==> src/rtl/decode_queue_pkg.sv <==
// Shared lane width, queue depth and fetch/decode packet type for the decode queue.
// Stands in for the sys_defs.svh definitions (IF_ID_PACKET, `N, DQ_DEPTH).
package decode_queue_pkg;

    localparam int NUM_LANES = 2;
    localparam int DQ_DEPTH  = 8;

    typedef struct packed {
        logic        valid;
        logic [31:0] inst;
        logic [31:0] pc;
        logic [31:0] npc;
    } if_id_packet_t;

endpackage

==> src/rtl/decode_queue_lane_compactor.sv <==
// Combinational lane compactor: packs the valid lanes of an N-wide fetch group
// into the low lanes, preserving lane order, and reports how many there are.
module lane_compactor
    import decode_queue_pkg::*;
#(
    parameter int N      = NUM_LANES,
    parameter int DISP_W = $clog2(N + 1)
) (
    input  if_id_packet_t [N-1:0] lanes,
    output if_id_packet_t [N-1:0] dense,
    output logic [DISP_W-1:0]     cnt
);

    logic [DISP_W-1:0] rank [N];

    // rank[i] is the number of valid lanes below lane i, i.e. its dense slot.
    always_comb begin : rank_calc
        logic [DISP_W-1:0] acc;
        acc = '0;
        for (int i = 0; i < N; i++) begin
            rank[i] = acc;
            acc     = acc + DISP_W'(lanes[i].valid);
        end
        cnt = acc;
    end

    always_comb begin
        // NOTE: every output gets a default first, so no path leaves it unassigned and no latch is inferred.
        dense = '0;
        for (int j = 0; j < N; j++) begin
            for (int i = 0; i < N; i++) begin
                if (lanes[i].valid && rank[i] == DISP_W'(j))
                    dense[j] = lanes[i];
            end
        end
    end

endmodule

==> src/rtl/decode_queue.sv <==
// N-wide circular instruction buffer between fetch and decode, with single-cycle squash.
// Define DECODE_QUEUE_BYPASS_EN to forward fetch lanes straight to decode when the queue is empty.
module decode_queue
    import decode_queue_pkg::*;
#(
    parameter int N      = NUM_LANES,
    parameter int DEPTH  = DQ_DEPTH,
    parameter int CNT_W  = $clog2(DEPTH + 1),
    parameter int DISP_W = $clog2(N + 1)
) (
    input  logic                  clock,
    input  logic                  reset,
    input  logic                  squash,
    input  if_id_packet_t [N-1:0] if_id_packet,
    input  logic [DISP_W-1:0]     num_dispatch,
    output if_id_packet_t [N-1:0] out_packet,
    output logic [N-1:0]          out_valid,
    output logic [CNT_W-1:0]      free_slots,
    output logic                  if_stall
);

    localparam int PTR_W = $clog2(DEPTH);

    if_id_packet_t         mem [DEPTH];
    logic [PTR_W-1:0]      head, tail;
    logic [CNT_W-1:0]      count;

    if_id_packet_t [N-1:0] cmp_lanes;
    logic [DISP_W-1:0]     cmp_cnt;
    if_id_packet_t [N-1:0] enq_lanes;
    logic [CNT_W-1:0]      enq_cnt, enq_amt, deq_cnt, nd_ext;
    logic                  enq_ok;

    lane_compactor #(.N(N), .DISP_W(DISP_W)) u_compactor (
        .lanes (if_id_packet),
        .dense (cmp_lanes),
        .cnt   (cmp_cnt)
    );

    // Stall and accept decisions see only registered state, never num_dispatch.
    assign free_slots = CNT_W'(DEPTH) - count;
    assign if_stall   = free_slots < CNT_W'(N);
    assign enq_ok     = !squash && !if_stall;
    assign enq_amt    = enq_ok ? enq_cnt : '0;
    assign nd_ext     = CNT_W'(num_dispatch);
    assign deq_cnt    = (nd_ext > count) ? count : nd_ext;

`ifdef DECODE_QUEUE_BYPASS_EN
    logic             bypass;
    logic [CNT_W-1:0] skip;

    assign bypass = (count == '0) && !squash;

    // Lanes decode takes straight off the bypass are dropped from the front of the enqueue group.
    always_comb begin
        skip = '0;
        if (bypass)
            skip = (nd_ext > CNT_W'(cmp_cnt)) ? CNT_W'(cmp_cnt) : nd_ext;
        enq_cnt   = CNT_W'(cmp_cnt) - skip;
        enq_lanes = '0;
        for (int j = 0; j < N; j++) begin
            for (int k = 0; k < N; k++) begin
                if (CNT_W'(k) == CNT_W'(j) + skip)
                    enq_lanes[j] = cmp_lanes[k];
            end
        end
    end
`else
    assign enq_cnt   = CNT_W'(cmp_cnt);
    assign enq_lanes = cmp_lanes;
`endif

    always_ff @(posedge clock or negedge reset) begin
        if (!reset) begin
            head  <= '0;
            tail  <= '0;
            count <= '0;
        end else if (squash) begin
            head  <= '0;
            tail  <= '0;
            count <= '0;
        end else begin
            // NOTE: sequential state uses non-blocking assignments so every update sees pre-edge values.
            head  <= head + PTR_W'(deq_cnt);
            tail  <= tail + PTR_W'(enq_amt);
            count <= count + enq_amt - deq_cnt;
        end
    end

    // NOTE: storage is deliberately not reset; stale entries are masked by out_valid.
    always_ff @(posedge clock) begin
        if (enq_ok) begin
            for (int j = 0; j < N; j++) begin
                if (CNT_W'(j) < enq_cnt)
                    mem[tail + PTR_W'(j)] <= enq_lanes[j];
            end
        end
    end

    always_comb begin
        for (int i = 0; i < N; i++) begin
            out_packet[i] = mem[head + PTR_W'(i)];
            out_valid[i]  = CNT_W'(i) < count;
        end
`ifdef DECODE_QUEUE_BYPASS_EN
        if (bypass) begin
            for (int i = 0; i < N; i++) begin
                out_packet[i] = cmp_lanes[i];
                out_valid[i]  = DISP_W'(i) < cmp_cnt;
            end
        end
`endif
    end

endmodule

==> config.mk <==
export PLATFORM = sky130hd
export DESIGN_NAME = decode_queue
export DESIGN_NICKNAME = d
export VERILOG_FILES = /design/src/rtl/decode_queue_pkg.sv /design/src/rtl/decode_queue_lane_compactor.sv /design/src/rtl/decode_queue.sv
export SDC_FILE = /design/constraint.sdc
export NUM_CORES = 2
export LEC_CHECK = 0
export ABC_CLOCK_PERIOD_IN_PS = 10500
export CORE_UTILIZATION = 45
export DETAILED_ROUTE_END_ITERATION = 6
export PLACE_DENSITY = 0.64
export SLEW_MARGIN = 20
export SYNTH_ARGS = -nofsm -noshare
export SYNTH_HDL_FRONTEND = slang
export SYNTH_SLANG_ARGS = --single-unit
==> constraint.sdc <==
create_clock -name clock -period 10.5 [get_ports clock]
set_input_delay 2.1 -clock clock [delete_from_list [all_inputs] [get_ports clock]]
set_output_delay 2.1 -clock clock [all_outputs]
set_load 0.1 [all_outputs]
==> results.md <==
* Syn_nets at around 2,900
* Die Ht at ~320 um
* Die width at approximately 320 um
* Worst-case clock skew at ~0.022 ns
* Synth Area in Adders at 0.00616
* Fill cells at 8,150
* Final antenna-violating net count at 0
* Top-Level Pins at 400
* Buf+Inv Stages, Crit Path at 3
* Critical path's slowest cell: clkdlybuf4s50_1
* Commonest non-fill, non-tap cell in the layout: mux2_2
* Mapped Area at roughly 46,000 um^2
* Tightest Pin Transition at roughly 1.2 ns
* Worst-case reg-to-reg path depth at 10
* Post-synth EDFFs at roughly 780
* Hold WC Path Type: register to register
* Slew HR at 0.191
* Antenna violations before repair at 17
* Layout cells sized above 1 at 0.484
* Worst setup SP type: register
* CTS tree: done
* Setup CP Type: register to output port
* Detailed Route Iter0 Violations at about 2,300
* Simple-gate area share of the yosys netlist at 0.00775
* RSZ-0062 raised after global routing: false
* Final hold vios at 0
* Syn. warnings at 0
* CP Capture Type: output port
* Hold Path Origin: tail[2]
* Core area at 102,000 um^2
* Vias at around 28,000
* Gate count of the mapped netlist at between 2,000 and 3,000
* Main synth FF type: edfxtp_1
* Crit path depth at 5
* Largest family of logic cells by synthesized area: multiplexers
* Hold path depth at 2
* Hold buffers post-CTS at 0
* Worst path most repeated cell: buf_4
* Delay-heaviest family, CP: buffers and inverters
* Cts bufs inserted at 88
* Vias in the first global route at 29,500
* Fin Setup TNS at 0 ns
* Synth cell types at 34
* Synth Register Bits at between 700 and 800
* Layout Area Growth over Synthesis at 17.0%
* Critical path's largest stage delay at roughly 1.0 ns
* Initial Util at 0.455
* Post-CTS setup repair buffer count at 0
* Clk buf depth at 3
* Reg2reg start: count[1]
* Worst hold slack at around 0.65 ns
* Root buffer cell: clkbuf_16
* Reg2reg setup slack at between 5 and 6 ns
* CP Cell Sequence: buf_4, buf_4, mux4_2, mux2_2, clkdlybuf4s50_1
* Clk slew on worst S/H paths at roughly 0.060 ns
* Post-Synth XOR/XNOR Area at 0.00170
* Critical path origin: head[1]
* Gr ovfl total at 0
* Drt first pass iters at 7
* Max-Cap Viols at 0
* Compound-Gate Fraction of Synth Area at 0.0198
* Slew Viols, Final at 0
* Num Clock Sinks at 786
* GPL Wtd Cong at about 0.84
* CP arrival at between 5 and 6 ns
* Tmin final at between 7 and 8 ns
* Nets at between 3,000 and 4,000
* Post-synthesis async set-or-reset flop share at 0.0127
* Fmax at roughly 140 MHz
* Sequential cell area at about 24,000 um^2
* Status: finished clean
* Overall Global Routing Usage at 0.265
* Worst-skew pair later-pin latency at between 0.6 and 0.7 ns
* Final setup violating endpoints at 0
* Remaining DRCs at 0
* First-pass GRT wire length at between 200,000 and 250,000 um
* Max Fanout on Critical Path at 44
* Largest net degree at the start of global routing at roughly 150
* Vias per inst at between 6 and 7
* Final period utilization at 0.697
* Dpl hpwl at between 70,000 and 80,000 um
* H-tree levels at 3
* Die ar. at roughly 100,000 um^2
* Seq/Total Area, Yosys at 0.508
* Post-synthesis mux area share at 0.422
* WP data required at between 8 and 9 ns
* Placement Rows at ~120
* Area occupied by multi-input gates at ~21,000 um^2
* Wire length per cell at roughly 32 um
* DRT Wirelength at between 100,000 and 150,000 um
* IO Port Bufs at ~400
* Mapped Avg Cell Area at ~17 um^2
* Post_cts resized at 0
* Commonest cells after routing, fill and taps aside: mux2_2 (840), edfxtp_1 (776), clkdlybuf4s50_1 (397)
[cell families (layout without fill, tap and decap cells)]
logic type                 count (synthesis)  after routing
adders and majority gates                 21             21
AOI/OAI and AO/OA                        111            111
DFF                                      786            786
xor gates and xnor gates                   9              9
other                                      0             13
and+or+nand+nor                           67             67
muxes                                   1350           1350
buffers and inverters                    327            639
[flip-flops by register name, indices dropped and copies added (netlist names)]
signal  flops
mem       776
count       4
head        3
tail        3
[path summary, 6_finish.rpt]
| check | endpoint |
|---|---|
| min in group asynchronous | count[3] |
| max in group asynchronous | head[0] |
| max | out_packet[2] |
| min reg2reg | tail[2] |
| min | tail[2] |
| max reg2reg | mem[7][36] |
[Yosys cell counts (4+ instances only)]
master / n / area (um^2)
a21oi_1: 11 / 55.1
a22o_1: 94 / 823
buf_1: 114 / 428
buf_2: 58 / 290
buf_4: 30 / 225
buf_6: 13 / 146
buf_8: 5 / 75.1
clkbuf_1: 89 / 334
dfrtp_1: 10 / 250
edfxtp_1: 776 / 23300
ha_1: 18 / 225
inv_1: 17 / 63.8
mux2_1: 122 / 1370
mux2_2: 840 / 9460
mux4_2: 388 / 8740
nand2_1: 16 / 60.1
nand2b_1: 4 / 25.0
nand3_1: 10 / 50.1
nand3_2: 6 / 60.1
nor2_1: 14 / 52.6
nor2b_1: 12 / 75.1
xnor2_1: 6 / 52.6
[worst reg2reg max path: stages (launching register included)]
cell     delay, ns
dfrtp_1       0.44
inv_1         0.16
ha_1          0.22
nor2b_1       0.24
or4b_1        0.48
o31a_1        0.17
buf_4         0.25
nand3_4       0.50
buf_4         0.81
buf_4         0.77
mux2_2        0.46
[layout make-up]
class,instances,area share
clock buffers,106,0.0427
well taps,1368,0.0316
inverters,18,0.00125
flip-flops and latches,786,0.435
clock inverters,55,0.0110
repair buffers,460,0.0828
multi-input cells,1558,0.395
diodes,13,0.000600
[per-layer routing]
layer	vias to the layer above	track usage	part of all wire
li1	11500	-	-
met1	14700	0.343	0.40
met2	1054	0.454	0.50
met3	211	0.0513	0.073
met4	8	0.0753	0.022
met5	-	0	0.00039
[metrics by stage]
stage	setup slack [ns]	cells	utilization	cell area (um^2)
finish	3.18	4364	0.532	54200
global route	2.82	4359	0.532	54200
CTS	2.97	4350	0.531	54100
detailed placement	3.69	4189	0.503	51200
global placement	3.72	4189	0.503	51200
floorplan	2.31	2671	-	46300
Power is not shown: default switching activity piles up to over one toggle a cycle in this logic, so the estimate is an artifact.
